[config.mk]
export PLATFORM = sky130hd
export DESIGN_NAME = lin_acc_seq
export DESIGN_NICKNAME = d
export VERILOG_FILES = /design/src/rtl/lin_acc_pkg.sv /design/src/rtl/lin_acc_lane.sv /design/src/rtl/lin_acc_seq.sv
export SDC_FILE = /design/constraint.sdc
export NUM_CORES = 1
export LEC_CHECK = 0
export ABC_AREA = 1
export BUFFER_PORTS_ARGS = -buffer_cell sky130_fd_sc_hd__buf_4
export CAP_MARGIN = 20
export CORE_ASPECT_RATIO = 2
export CORE_MARGIN = 4
export CORE_UTILIZATION = 40
export DETAILED_ROUTE_END_ITERATION = 10
export PLACE_DENSITY_LB_ADDON = 0.15
export RECOVER_POWER = 100
export SYNTH_ARGS = -nofsm -noshare
export SYNTH_HDL_FRONTEND = slang
export SYNTH_SLANG_ARGS = --single-unit
[constraint.sdc]
create_clock -name clk -period 2.6 [get_ports clk]
set_clock_uncertainty 0.15 [all_clocks]
set_input_delay 0.13 -clock clk [delete_from_list [all_inputs] [get_ports clk]]
set_output_delay 0.13 -clock clk [all_outputs]
set_load 0.005 [all_outputs]
[src/rtl/lin_acc_pkg.sv]
// Shared types and width helpers for the multi-channel linear accumulator.
// Optional saturation build: define LIN_ACC_SAT_EN.
package lin_acc_pkg;

    typedef enum logic [1:0] {
        IDLE,
        RUN,
        DONE
    } state_t;

    // Wide enough for K*x + C with no truncation of K*x.
    function automatic int term_w(input int wa, input int wx, input int k);
        int m;
        m = wx + $clog2(k + 1);
        if (wa > m) m = wa;
        return m + 1;
    endfunction

    localparam int TERM_W = term_w(14, 7, 2);

endpackage

[src/rtl/lin_acc_lane.sv]
// One accumulator channel: a <= a + K*x + C with wrap (or saturate) and sticky ovf.
// Saturation instead of wrap when LIN_ACC_SAT_EN is defined.
module lin_acc_lane
    import lin_acc_pkg::*;
#(
    parameter int WX = 7,
    parameter int WA = 14,
    parameter int K  = 2,
    parameter int C  = 1
) (
    input  logic          clk,
    input  logic          rst,
    input  logic          clear,
    input  logic          en,
    input  logic [WX-1:0] x,
    output logic [WA-1:0] a,
    output logic          ovf
);

    localparam int TW = term_w(WA, WX, K);
    localparam int SW = TW + 1;

    logic [TW-1:0] term;
    logic [SW-1:0] sum;
    logic          hit;
    logic [WA-1:0] nxt;

    always_comb begin
        term = TW'(K) * TW'(x) + TW'(C);
        sum  = SW'(a) + SW'(term);
        hit  = |sum[SW-1:WA];
`ifdef LIN_ACC_SAT_EN
        nxt  = hit ? '1 : sum[WA-1:0];
`else
        nxt  = sum[WA-1:0];
`endif
    end

    always_ff @(posedge clk or posedge rst) begin
        if (rst) begin
            a   <= '0;
            ovf <= 1'b0;
        end else if (clear) begin
            a   <= '0;
            ovf <= 1'b0;
        end else if (en) begin
            a <= nxt;
            if (hit) ovf <= 1'b1;
        end
    end

endmodule

[src/rtl/lin_acc_seq.sv]
// Start/done controlled multi-channel linear accumulator with valid/ready input.
// Saturating lanes when LIN_ACC_SAT_EN is defined; wrapping otherwise.
module lin_acc_seq
    import lin_acc_pkg::*;
#(
    parameter int WX   = 7,
    parameter int WA   = 14,
    parameter int NCH  = 4,
    parameter int K    = 2,
    parameter int C    = 1,
    parameter int WCNT = 8
) (
    input  logic              clk,
    input  logic              rst,
    input  logic              start,
    input  logic [WCNT-1:0]   len,
    input  logic              in_valid,
    output logic              in_ready,
    input  logic [NCH*WX-1:0] x,
    output logic [NCH*WA-1:0] a,
    output logic              busy,
    output logic              done,
    output logic [NCH-1:0]    ovf
);

    state_t          state_q;
    state_t          state_d;
    logic [WCNT-1:0] cnt_q;
    logic            clr;
    logic            beat;

    always_ff @(posedge clk or posedge rst) begin
        if (rst) state_q <= IDLE;
        else     state_q <= state_d;
    end

    always_ff @(posedge clk or posedge rst) begin
        if (rst)       cnt_q <= '0;
        else if (clr)  cnt_q <= len;
        else if (beat) cnt_q <= cnt_q - 1'b1;
    end

    always_comb begin
        state_d  = state_q;
        in_ready = 1'b0;
        busy     = 1'b0;
        done     = 1'b0;
        clr      = 1'b0;
        unique case (state_q)
            IDLE: begin
                if (start) begin
                    clr     = 1'b1;
                    state_d = (len == '0) ? DONE : RUN;
                end
            end
            RUN: begin
                in_ready = 1'b1;
                busy     = 1'b1;
                if (in_valid && cnt_q == WCNT'(1))
                    state_d = DONE;
            end
            DONE: begin
                busy    = 1'b1;
                done    = 1'b1;
                state_d = IDLE;
            end
            default: state_d = IDLE;
        endcase
    end

    assign beat = in_valid & in_ready;

    for (genvar i = 0; i < NCH; i++) begin : g_lane
        lin_acc_lane #(
            .WX(WX),
            .WA(WA),
            .K (K),
            .C (C)
        ) u_lane (
            .clk  (clk),
            .rst  (rst),
            .clear(clr),
            .en   (beat),
            .x    (x[i*WX +: WX]),
            .a    (a[i*WA +: WA]),
            .ovf  (ovf[i])
        );
    end

endmodule

### Word level (Yosys, flattened, before mapping)

Cells that the tools add are included.

| storage, ports and cells | value |
|---|---|
| bits of input ports | 40 |
| output and inout port bits | 63 |
| memory bits (read-only) | 0 |
| memories | 0 |
| bits in writable memories | 0 |
| bits in latches | 0 |
| bits in registers | 70 |
| logic and storage cells | 74 |

| cells by class | value |
|---|---|
| reduce and logical (&&, ||, !) cells | 18 |
| bitwise gates (word level) | 1 |
| shifts and indexed selects | 0 |
| $lt $le $gt $ge | 0 |
| add/subtract/negate cells | 9 |
| mux-type cells | 31 |
| equal/unequal tests | 5 |
| div/mod/pow operators | 0 |
| $mul | 0 |

Operators with widths:

| operator | number |
|---|---|
| 14-bit 2-to-1 mux | 8 |
| 14-bit by 15-bit adder with 16-bit output | 4 |
| 8-bit by 1-bit adder with 9-bit output, second input constant | 4 |
| 1-bit 2-to-1 mux | 17 |
| 8-bit 2-to-1 mux | 2 |
| 2-bit AND reduction | 5 |
| 2-bit nonzero test | 5 |
| 2-bit OR reduction | 5 |
| 8-bit by 1-bit equality test with 1-bit output, second input constant | 1 |
| 8-bit zero test | 1 |
| 8-bit by 1-bit subtractor with 8-bit output, second input constant | 1 |
| 2-bit 2-to-1 mux | 3 |
| 2-bit != test, second input constant | 2 |
| 2-bit case mux with 2 select lines | 1 |
| 2-bit by 1-bit equality test with 1-bit output, second input constant | 1 |
| 2-bit equality test, second input constant | 1 |
| 2-bit zero test | 1 |
| 1-bit AND | 1 |
| 1-bit logical AND | 1 |

### Logic depth before layout (Yosys ltp)

Gate-level depths: netlist of the first run.

| logic depth | value |
|---|---|
| word-level depth | 6 |
| mapped depth | 10 |
| gate-level depth less buffers | 10 |

### Hierarchy

A second synthesis of the first run with hierarchy kept.

| unflattened totals | value |
|---|---|
| cell total of the unflattened synthesis | 772 |
| area total of the unflattened synthesis | 5253.8 µm² |

Modules (own cells, without submodules):

| module | sequential area each (µm²) | instances | cells an instance | area each (µm²) |
|---|---|---|---|---|
| lin_acc_lane | 375.4 | 4 | 166 | 1118.6 |
| lin_acc_seq | 250.2 | 1 | 108 | 779.5 |

### Least setup slack after synthesis of the first run

OpenSTA, ideal clock, no wires.

| timing | value |
|---|---|
| path kind | register to register |
| start | register g_lane[2].u_lane.a[3] |
| end | register g_lane[2].u_lane.ovf |
| arrival | 1.439 ns |
| period minus slack after synthesis | 1.706 ns |
| stages on the path, launching flop included | 9 |
| path buffers | 0 |
| setup slack | 0.894 ns |
| required time | 2.333 ns |
| library setup time | 0.117 ns |
| cell sequence | dfrtp_1 -> ha_1 -> or2_2 -> nand3_1 -> nand2_1 -> nand2_1 -> nand3_1 -> nand3_1 -> nand2_1 |

| on the way | value |
|---|---|
| cells in the longest elaborated chain, start to end | 4 |

RTL lines:

| what | line | RTL |
|---|---|---|
| start: declaration | lin_acc_lane.sv:16 | `output logic [WA-1:0] a,` |
| start signal: assignment | lin_acc_lane.sv:47 | `a <= nxt;` |
| 14-bit by 15-bit adder with 16-bit output | lin_acc_lane.sv:30 | `sum = SW'(a) + SW'(term);` |
| 2-bit OR reduction | lin_acc_lane.sv:31 | `hit = \|sum[SW-1:WA];` |
| 2-bit nonzero test (no line) | n/a |  |
| 2-bit AND reduction (no line) | n/a |  |
| end signal: assignment | lin_acc_lane.sv:42 | `ovf <= 1'b0;` |
| end signal: assignment | lin_acc_lane.sv:45 | `ovf <= 1'b0;` |
| end signal: assignment | lin_acc_lane.sv:48 | `if (hit) ovf <= 1'b1;` |
| end: declaration | lin_acc_lane.sv:17 | `output logic ovf` |

No other way between the ends.
A chain may end at the register's enable or synchronous reset.

### Worst setup path in the final report of the first run

| timing | value |
|---|---|
| start | register state_q[0] |
| end | register g_lane[3].u_lane.a[1] |

| on the way | value |
|---|---|
| cells in the longest elaborated chain, start to end | 4 |
| elaborated cells on any way between the ends | 7 |
| classes of those cells | 1 x eq/ne; 3 x mux; 1 x bitwise; 2 x reduce/logical |

RTL lines:

| what | line | RTL |
|---|---|---|
| start: declaration | lin_acc_seq.sv:26 | `state_t state_q;` |
| start signal: assignment | lin_acc_seq.sv:34 | `else state_q <= state_d;` |
| 2-bit by 1-bit equality test with 1-bit output | lin_acc_seq.sv:49 | `unique case (state_q)` |
| 1-bit 2-to-1 mux | lin_acc_seq.sv:49 |  |
| 1-bit AND | lin_acc_seq.sv:71 | `assign beat = in_valid & in_ready;` |
| 2-bit nonzero test (no line) | n/a |  |
| end signal: assignment | lin_acc_lane.sv:47 |  |
| end: declaration | lin_acc_lane.sv:16 |  |

Several ways; a longest one is shown, not always the timed one.

==> impl_metrics.json, run 1 <==
{
  "status": "completed",
  "yosysSeqAreaShare_pct": 34.2,
  "n_antenna_cell": 0,
  "wl_per_cell_um": 14.4,
  "period_minus_slack_ns": 2.38,
  "core-area_mm2": 0.0126,
  "num_vias": 5242,
  "syn_inst": 761,
  "cts_tree": "yes",
  "crit_fanout": 37,
  "cp_data_required_time_ns": 2.73,
  "async_reset_ff_share_pct": 100,
  "die_h_um": 168,
  "crit_type": "reg -> reg",
  "yosysMostFrequentCell": "nand2_1",
  "vias_per_cell": 5.13,
  "drv_cap": 0,
  "fin_nets": 943,
  "synth_top_family_by_area": "simple AND/OR/NAND/NOR gates",
  "slowest_delay_ns": 0.61,
  "synth_common_cells": "nand2_1, inv_1, nor2_1",
  "cp_num_buf_inv": 2,
  "fillers": 1268,
  "hold_depth": 3,
  "antenna_found_initial": 0,
  "total_power_mw": 6.39,
  "wirelength_um": 14700,
  "finalCritPeriodShare_pct": 91.7,
  "firstDrtPassIters": 4,
  "end_kind": "register",
  "grt_usage_pct": 21.0,
  "ioPinCount": 103,
  "hp-class": "in -> reg",
  "synth_nets": 838,
  "insertion_delay_ns": 0.34,
  "yosys.area_share.simple_pct": 36.3,
  "cts_buffer_depth": 2,
  "synth_area_leaders": "dfrtp_1, nand2_1, ha_1, nand3_1, inv_1",
  "gp_congestion": 0.897,
  "rows": 58,
  "max_freq_ghz": 0.419,
  "regArea_mm2": 0.00175,
  "synth_top_area_share_pct": 34.2,
  "grt_first_pass_wirelength_um": 24600,
  "cp_top_family": "buffers and inverters",
  "grt_pass1_vias": 5308,
  "clkTransAtPathRegs_ns": 0.06,
  "portBuffers": 102,
  "synth_fa_ha_area_share_pct": 9.61,
  "die_area_mm2": 0.0148,
  "max_slew_margin_pct": 27.9,
  "synth-xor-area-share_pct": 0,
  "detailed_place_hpwl_um": 11100,
  "setup_viol": 0,
  "multi_input_area_mm2": 0.00287,
  "start_util_pct": 40.9,
  "netlist_area_mm2": 0.00513,
  "synth-compound-area-share_pct": 10.5,
  "power.density_mw_per_mm2": 1010,
  "drcViolationCount": 0,
  "p_leak_nw": 3.50,
  "area_growth_pct": 23.3,
  "ant_nets": 0,
  "synth.largest_area_cell": "dfrtp_1",
  "synth_edf_count": 0,
  "final_cell_area_mm2": 0.00633,
  "cts_buffers": 9,
  "r2r_cells": 6,
  "yosysUniqueCellTypes": 35,
  "synth_mux_area_share_pct": 0,
  "path_cells": "inv_1, ha_1, nand2_2, nand2_4, inv_2, a22o_1",
  "rsz0062_at_grt": "no",
  "hold_viol": 0,
  "cts_sinks": 70,
  "synth_warnings": 0,
  "postCtsSetupBuffers": 0,
  "fin_util_pct": 50.4,
  "ir_drop_uv": 441,
  "ys_seq_elements": 70,
  "drive_above_1_share_pct": 14.5,
  "avgSynthCellArea_um2": 6.74,
  "finalMaxSlewViolations": 0,
  "cts-root-buf": "clkbuf_16",
  "grt_max_degree": 44,
  "die_x_um": 88.1,
  "fin_setup_tns_ns": 0,
  "ys.flop_type": "dfrtp_1",
  "crit_slowest_cell": "inv_2",
  "placed_area_mm2": 0.00600,
  "grt.overflow.total": 0,
  "cp_num_cells": 6,
  "tightest_slew_ns": 1.08,
  "arrival_ns": 2.51,
  "htreeDepth": 3,
  "cp-start-kind": "register",
  "drt_iter0_drc": 252
}
[power by group]
group	switching [mW]	total, mW	internal, mW
combinational	1.95	3.27	1.32
clock	0.479	1.23	0.751
sequential	0.431	1.89	1.45
[cells by family (layout without fill, tap and decap cells)]
logic type	count (synthesis)	count (layout)
AND/OR/NAND/NOR	450	450
AO/OA/AOI/OAI	87	87
adder cells (fa/ha/maj)	37	37
flip-flops	70	70
buffers and inverters	117	227
[metal layers]
| layer | track usage, % | share of wire [%] | up-vias |
|---|---|---|---|
| li1 | - | - | 2652 |
| met1 | 21.7 | 38 | 2430 |
| met2 | 39.9 | 55 | 128 |
| met3 | 3.67 | 3.6 | 32 |
| met4 | 8.82 | 3.3 | 0 |
| met5 | 0 | 0 | - |
[cell usage in the layout (no fill, tap or decap), drive strengths merged]
| cell | count |
|---|---|
| nand4 | 11 |
| a21oi | 32 |
| o211ai | 4 |
| and3 | 1 |
| fa | 4 |
| nand2 | 259 |
| nor2 | 88 |
| or2 | 5 |
| a22oi | 1 |
| o21ai | 28 |
| o311ai | 1 |
| nor3 | 4 |
| o31ai | 1 |
| a22o | 8 |
| dlygate4sd3 | 7 |
| clkbuf | 79 |
| dfrtp | 70 |
| buf | 40 |
| o221ai | 2 |
| clkinv | 4 |
| ha | 33 |
| a21boi | 4 |
| inv | 97 |
| a32o | 4 |
| nand3 | 80 |
| a21o | 2 |
| and2 | 2 |
[cell type report]
type / count / share of cell area, %
multi-input cells: 574 / 45.4
clock inverters: 2 / 0.218
clock buffers: 14 / 4.49
well taps: 150 / 2.97
flip-flops and latches: 70 / 27.7
repair buffers: 112 / 13.3
inverters: 99 / 5.87
[worst min-delay path, delay by kind of cell]
family                 cells  cell delay, ns
buffers and inverters      2            0.13
AO/OA/AOI/OAI              1            0.20
[final timing paths]
path                                                       start                                 end  slack, ns
worst min register to register  g_lane[2].u_lane.ovf$_DFFE_PP0P_    g_lane[2].u_lane.ovf$_DFFE_PP0P_       0.35
worst max-delay path                      state_q[0]$_DFFE_PP0P_   g_lane[3].u_lane.a[1]$_DFFE_PP0P_       0.22
max in group asynchronous                                    rst   g_lane[2].u_lane.a[0]$_DFFE_PP0P_       0.51
worst max register to register            state_q[0]$_DFFE_PP0P_   g_lane[3].u_lane.a[1]$_DFFE_PP0P_       0.22
worst min-delay path                                      len[0]                cnt_q[0]$_DFFE_PP0P_       0.01
min in group asynchronous                                    rst  g_lane[1].u_lane.a[13]$_DFFE_PP0P_       0.47
[what timing repair did]
action,in CTS,in global routing
hold endpoints to repair,33,0
hold buffers,7,0
gates resized for setup,0,0
[state kept, by name (all words and copies together), names as in the netlist]
| name | flops |
|---|---|
| cnt_q | 8 |
| state_q | 2 |
| g_lane.u_lane.ovf | 4 |
| g_lane.u_lane.a | 56 |
[per-stage QoR]
step	setup slack (ns)	std cells	hold WS (ns)
final	0.215	1021	0.0136
after global routing	0.0341	1021	0.0361
after CTS	0.192	1021	0.0150
after detailed placement	0.203	998	0.116
after global placement	0.282	998	0.108
after floorplan	0.552	761	0.113
No activity file was read; power rests on OpenSTA's default activity.
==> inputs of run 2 (changes only) <==
==> constraint.sdc (replaced) <==
create_clock -name clk -period 3 [get_ports clk]
set_clock_uncertainty 0.15 [all_clocks]
set_input_delay 0.15 -clock clk [delete_from_list [all_inputs] [get_ports clk]]
set_output_delay 0.15 -clock clk [all_outputs]
set_load 0.005 [all_outputs]
==> run 2 against run 1 <==
Wire length up 0.93%. Global-route usage up 0.16 points. Utilization down 0.10 points. Sequential power down 14%. Via count down 0.42%. Power down 13%. Die area unchanged. Sequential share of layout area up 0.055 points. Register-to-register slack better by 0.32 ns. Worst hold slack about the same. Combinational power down 14%. Setup slack better by 0.32 ns. Critical endpoint is now g_lane[0].u_lane.a[1]$_DFFE_PP0P_. Largest power group unchanged.
==> impl_metrics.json, run 2 (synthesized netlist as in run 1, its figures left out) <==
{
  "firstDrtPassIters": 4,
  "crit_type": "reg -> reg",
  "rows": 58,
  "p_leak_nw": 3.49,
  "grt_usage_pct": 21.2,
  "end_kind": "register",
  "p_clk_share_pct": 20.1,
  "crit_slowest_cell": "inv_2",
  "drcViolationCount": 0,
  "largest_reg_flops": 56,
  "wirelength_um": 14800,
  "hp-class": "in -> reg",
  "cp_data_required_time_ns": 3.11,
  "finalMaxSlewViolations": 0,
  "arrival_ns": 2.58,
  "r2r_cells": 6,
  "period_minus_slack_ns": 2.46,
  "drt_iter0_drc": 212,
  "area_growth_pct": 23.1,
  "final_cell_mix": "nand2_1, inv_1, nor2_1",
  "htreeDepth": 3,
  "fillers": 1335,
  "p_int_mw": 3.11,
  "reg_top3": "g_lane.u_lane.a (56), cnt_q (8), g_lane.u_lane.ovf (4)",
  "detailed_place_hpwl_um": 11400,
  "hold_viol": 0,
  "n_antenna_cell": 0,
  "total_power_mw": 5.56,
  "ir_drop_uv": 430,
  "pwr-share-seq_pct": 29.4,
  "rsz0062_at_grt": "no",
  "slowest_delay_ns": 0.62,
  "tightest_slew_ns": 1.37,
  "die_x_um": 88.1,
  "combPwrFrac_pct": 50.6,
  "fin_nets": 943,
  "finalCritPeriodShare_pct": 82.1,
  "power.switching_mw": 2.45,
  "reg2reg_from": "state_q[0]$_DFFE_PP0P_",
  "gp_congestion": 0.841,
  "hold_depth": 3,
  "grt.overflow.total": 0,
  "cts_buffers": 9,
  "die_area_mm2": 0.0148,
  "antenna_found_initial": 0,
  "power.density_mw_per_mm2": 881,
  "die_h_um": 168,
  "drv_cap": 0,
  "grt_max_degree": 44,
  "cts_buffer_depth": 2,
  "portBuffers": 102,
  "hold_end": "cnt_q[2]$_DFFE_PP0P_",
  "cts_tree": "yes",
  "max_freq_ghz": 0.406,
  "fin_util_pct": 50.3,
  "final_common_cell": "nand2_1",
  "cts-root-buf": "clkbuf_16",
  "hold_start": "len[2]",
  "num_vias": 5220,
  "path_cells": "inv_1, ha_1, nand2_1, nand2_4, inv_2, a22o_1",
  "clkTransAtPathRegs_ns": 0.06,
  "final_cell_area_mm2": 0.00631,
  "cts_sinks": 70,
  "placed_area_mm2": 0.00600,
  "setup_viol": 0,
  "start_util_pct": 40.9,
  "ant_nets": 0,
  "grt_first_pass_wirelength_um": 24800,
  "rrSetupSlack_ns": 0.54,
  "ioPinCount": 103,
  "core-area_mm2": 0.0126,
  "vias_per_cell": 5.12,
  "drive_above_1_share_pct": 14.0,
  "fin_setup_tns_ns": 0,
  "max_slew_margin_pct": 8.59,
  "status": "completed",
  "p_sw_share_pct": 44.0,
  "grt_pass1_vias": 5325,
  "insertion_delay_ns": 0.33,
  "crit_fanout": 37,
  "wl_per_cell_um": 14.5,
  "regMostFlops": "g_lane.u_lane.a",
  "cp-start-kind": "register",
  "rr_endpoint": "g_lane[0].u_lane.a[1]$_DFFE_PP0P_"
}
run 2: cell type report:
class | count | area, um2 | share of cell area [%]
Clock buffer | 11 | 233 | 3.69
Clock inverter | 4 | 72.6 | 1.15
Inverter | 99 | 372 | 5.89
Multi-Input combinational cell | 574 | 2870 | 45.5
Sequential cell | 70 | 1750 | 27.7
Tap cell | 150 | 188 | 2.97
Timing Repair Buffer | 112 | 826 | 13.1
run 2: what timing repair did:
action                                  4_1_cts  5_1_grt
setup buffers                                 0        0
hold endpoints to repair                     75        0
hold buffers                                  6        0
endpoints found under the setup margin        0        0
gates resized for setup                       0        0
run 2: worst max path at each step:
| stage | cells past startpoint | to | from | slack [ns] |
|---|---|---|---|---|
| 2_1_floorplan | 1 | cnt_q[0]$_DFFE_PP0P_ | rst | 0.93 |
| 3_3_place_gp | 6 | g_lane[0].u_lane.a[1]$_DFFE_PP0P_ | state_q[0]$_DFFE_PP0P_ | 0.75 |
| 3_5_place_dp | 6 | g_lane[0].u_lane.a[1]$_DFFE_PP0P_ | state_q[0]$_DFFE_PP0P_ | 0.66 |
| 4_1_cts | 6 | g_lane[0].u_lane.a[1]$_DFFE_PP0P_ | state_q[0]$_DFFE_PP0P_ | 0.64 |
| 5_1_grt | 7 | g_lane[1].u_lane.a[7]$_DFFE_PP0P_ | state_q[0]$_DFFE_PP0P_ | 0.29 |
| 6_report | 6 | g_lane[0].u_lane.a[1]$_DFFE_PP0P_ | state_q[0]$_DFFE_PP0P_ | 0.54 |
run 2: metrics by stage:
step                std cells  setup slack, ns  hold WS, ns
floorplan                 761            0.932        0.133
detailed placement        999            0.660       -0.109
global placement          999            0.752       -0.106
global route             1020            0.291       0.0362
finish                   1020            0.536       0.0133
CTS                      1020            0.639       0.0165
run 2: routing by layer:
metal | share of wire, % | routed length (um) | up-vias | GRT usage, %
met5 | 0 | 0 | - | 0
met3 | 3.9 | 585 | 36 | 3.72
met1 | 36 | 5310 | 2425 | 21.6
li1 | - | - | 2643 | -
met4 | 3.7 | 552 | 0 | 10.7
met2 | 56 | 8370 | 116 | 39.6
run 2: power by group through the flow:
| stage | clock network (mW) | logic (mW) | registers, mW |
|---|---|---|---|
| finish | 1.12 | 2.81 | 1.63 |
| detailed placement | 0 | 2.90 | 1.65 |
| floorplan | 0 | 1.99 | 1.55 |
| global route | 1.20 | 3.25 | 1.69 |
| global placement | 0 | 2.85 | 1.64 |
| CTS | 1.15 | 2.92 | 1.64 |
run 2: worst max-delay path, delay by kind of cell (launching register included):
kind	cells	cell delay (ns)
buffers and inverters	2	0.70
and+or+nand+nor	2	0.67
DFF	1	0.37
AOI/OAI and AO/OA	1	0.26
adders and majority gates	1	0.23
==> inputs of run 3 (changes only) <==
--- a/config.mk
+++ b/config.mk
@@ -5,7 +5,7 @@
 export SDC_FILE = /design/constraint.sdc
 export NUM_CORES = 1
 export LEC_CHECK = 0
-export ABC_AREA = 1
+export ABC_AREA = 0
 export BUFFER_PORTS_ARGS = -buffer_cell sky130_fd_sc_hd__buf_4
 export CAP_MARGIN = 20
 export CORE_ASPECT_RATIO = 2
==> constraint.sdc (replaced) <==
create_clock -name clk -period 2.4 [get_ports clk]
set_clock_uncertainty 0.15 [all_clocks]
set_input_delay 0.12 -clock clk [delete_from_list [all_inputs] [get_ports clk]]
set_output_delay 0.12 -clock clk [all_outputs]
set_load 0.005 [all_outputs]
==> run 3 against run 2 <==
Synthesized cell count down 31%. Flip-flop and latch count unchanged. Sequential share of layout area up 1.9 points. Global-route usage down 0.58 points. Combinational power about the same.
==> impl_metrics.json, run 3 <==
{
  "arrival_ns": 2.29,
  "synth_top_area_share_pct": 38.0,
  "status": "completed",
  "crit_type": "reg -> reg",
  "fin_nets": 717,
  "tightest_slew_ns": 0.843,
  "n_antenna_cell": 0,
  "clkTransAtPathRegs_ns": 0.05,
  "syn_inst": 523,
  "firstDrtPassIters": 4,
  "antenna_found_initial": 0,
  "hold_viol": 0,
  "yosysUniqueCellTypes": 52,
  "p_leak_nw": 2.76,
  "drive_above_1_share_pct": 20.7,
  "grt_pass1_vias": 4518,
  "cts_tree": "yes",
  "core-area_mm2": 0.0113,
  "largest_reg_flops": 56,
  "synth.largest_area_cell": "dfrtp_1",
  "drv_cap": 0,
  "wirelength_um": 13400,
  "final_cell_area_mm2": 0.00591,
  "netlist_area_mm2": 0.00461,
  "whs_ns": 0.00415,
  "vias_per_cell": 5.60,
  "max_freq_ghz": 0.447,
  "cts-root-buf": "clkbuf_16",
  "grt_first_pass_wirelength_um": 22400,
  "drcViolationCount": 0,
  "r2r_cells": 6,
  "multi_input_area_mm2": 0.00269,
  "placed_area_mm2": 0.00559,
  "setup_viol": 0,
  "wl_per_cell_um": 17.1,
  "detailed_place_hpwl_um": 10300,
  "ys_seq_elements": 70,
  "synth_edf_count": 0,
  "fin_setup_tns_ns": 0,
  "finalCritPeriodShare_pct": 93.3,
  "cts_buffer_depth": 2,
  "gp_congestion": 0.852,
  "ioPinCount": 103,
  "rsz0062_at_grt": "no",
  "die_h_um": 160,
  "rr_endpoint": "g_lane[0].u_lane.ovf$_DFFE_PP0P_",
  "num_vias": 4403,
  "postCtsSetupBuffers": 0,
  "async_reset_ff_share_pct": 100,
  "grt_usage_pct": 20.6,
  "final_cell_mix": "dfrtp_1, nand2_1, clkbuf_4",
  "reg2reg_from": "g_lane[0].u_lane.a[0]$_DFFE_PP0P_",
  "final_cells": 786,
  "synth_area_leaders": "dfrtp_1, ha_1, nand2_1, a21oi_1, nor2_1",
  "cp-start-kind": "register",
  "grt_max_degree": 51,
  "yosysSeqAreaShare_pct": 38.0,
  "max_slew_margin_pct": 43.7,
  "finalMaxSlewViolations": 0,
  "synth_common_cells": "dfrtp_1, nand2_1, nor2_1",
  "drt_iter0_drc": 182,
  "portBuffers": 102,
  "worst_slack_ns": 0.161,
  "power.density_mw_per_mm2": 1010,
  "cts_buffers": 9,
  "cp_data_required_time_ns": 2.45,
  "period_minus_slack_ns": 2.24,
  "die_area_mm2": 0.0134,
  "pre_cts_ws_ns": 0.159,
  "die_x_um": 83.9,
  "end_kind": "register",
  "avgSynthCellArea_um2": 8.81,
  "cts_sinks": 70,
  "regMostFlops": "g_lane.u_lane.a",
  "ys.flop_type": "dfrtp_1",
  "ir_drop_uv": 487,
  "hold_depth": 4,
  "htreeDepth": 3,
  "fillers": 1108,
  "synth_warnings": 0,
  "yosysMostFrequentCell": "dfrtp_1",
  "start_util_pct": 40.8,
  "hp-class": "in -> reg",
  "area_growth_pct": 28.1,
  "rows": 55,
  "total_power_mw": 5.95,
  "dp.cells": 762,
  "synth_nets": 600,
  "ant_nets": 0,
  "grt.overflow.total": 0,
  "final_common_cell": "dfrtp_1",
  "insertion_delay_ns": 0.34,
  "reg_top3": "g_lane.u_lane.a (56), cnt_q (8), g_lane.u_lane.ovf (4)",
  "fin_util_pct": 52.3,
  "hold_end": "state_q[0]$_DFFE_PP0P_",
  "crit_fanout": 5,
  "regArea_mm2": 0.00175,
  "rrSetupSlack_ns": 0.16,
  "hold_start": "start"
}
## run 3: worst max path at each step
| stage | slack, ns | cells past startpoint | from | to |
|---|---|---|---|---|
| 4_1_cts | 0.12 | 6 | g_lane[0].u_lane.a[0]$_DFFE_PP0P_ | g_lane[0].u_lane.ovf$_DFFE_PP0P_ |
| 5_1_grt | 0.002 | 6 | g_lane[3].u_lane.a[0]$_DFFE_PP0P_ | g_lane[3].u_lane.a[12]$_DFFE_PP0P_ |
| 3_5_place_dp | 0.16 | 6 | g_lane[0].u_lane.a[0]$_DFFE_PP0P_ | g_lane[0].u_lane.ovf$_DFFE_PP0P_ |
| 6_report | 0.16 | 6 | g_lane[0].u_lane.a[0]$_DFFE_PP0P_ | g_lane[0].u_lane.ovf$_DFFE_PP0P_ |
| 2_1_floorplan | 0.32 | 6 | g_lane[2].u_lane.a[2]$_DFFE_PP0P_ | g_lane[2].u_lane.a[13]$_DFFE_PP0P_ |
| 3_3_place_gp | 0.20 | 7 | g_lane[1].u_lane.a[2]$_DFFE_PP0P_ | g_lane[1].u_lane.a[11]$_DFFE_PP0P_ |
## run 3: kinds of logic after synthesis
logic type	count (synthesis)	share of synthesized area, %
xor+xnor	28	5.32
buf+inv	37	3.66
simple gates	200	20.5
compound gates	150	21.6
flops	70	38.0
fa+ha+maj	37	10.7
mux	1	0.217
## run 3: area by class of cell
class	count	area share, %
clock buffer	11	4.11
tap	142	3.01
timing repair buffer	131	16.1
multi-input combinational	416	45.6
clock inverter	4	0.805
inverter	12	0.763
sequential	70	29.7
## run 3: worst max-delay path, stage by stage, from the launching register on
cell      delay [ns]
dfrtp_1         0.44
fa_1            0.51
a211oi_1        0.32
o211ai_1        0.23
and3_1          0.23
a31oi_1         0.17
nor2_1          0.05
## run 3: per-layer routing
layer,track usage [%],part of all wire (%),up-vias
li1,-,-,2151
met1,22.2,39,2113
met2,38.4,55,117
met3,3.36,3.7,22
met4,9.59,2.8,0
met5,0,0,-
## run 3: power breakdown
group          internal [mW]  switching (mW)  leakage, nW
combinational           1.24            1.58         1.68
sequential              1.49           0.325        0.940
clock                  0.823           0.503        0.141
total                   3.54            2.40         2.76
## run 3: repair_timing
action / in CTS / in global routing
resized for setup: 0 / 2
hold buffers: 9 / 0
setup endpoints to repair: 0 / 4
hold endpoints to repair: 28 / 0
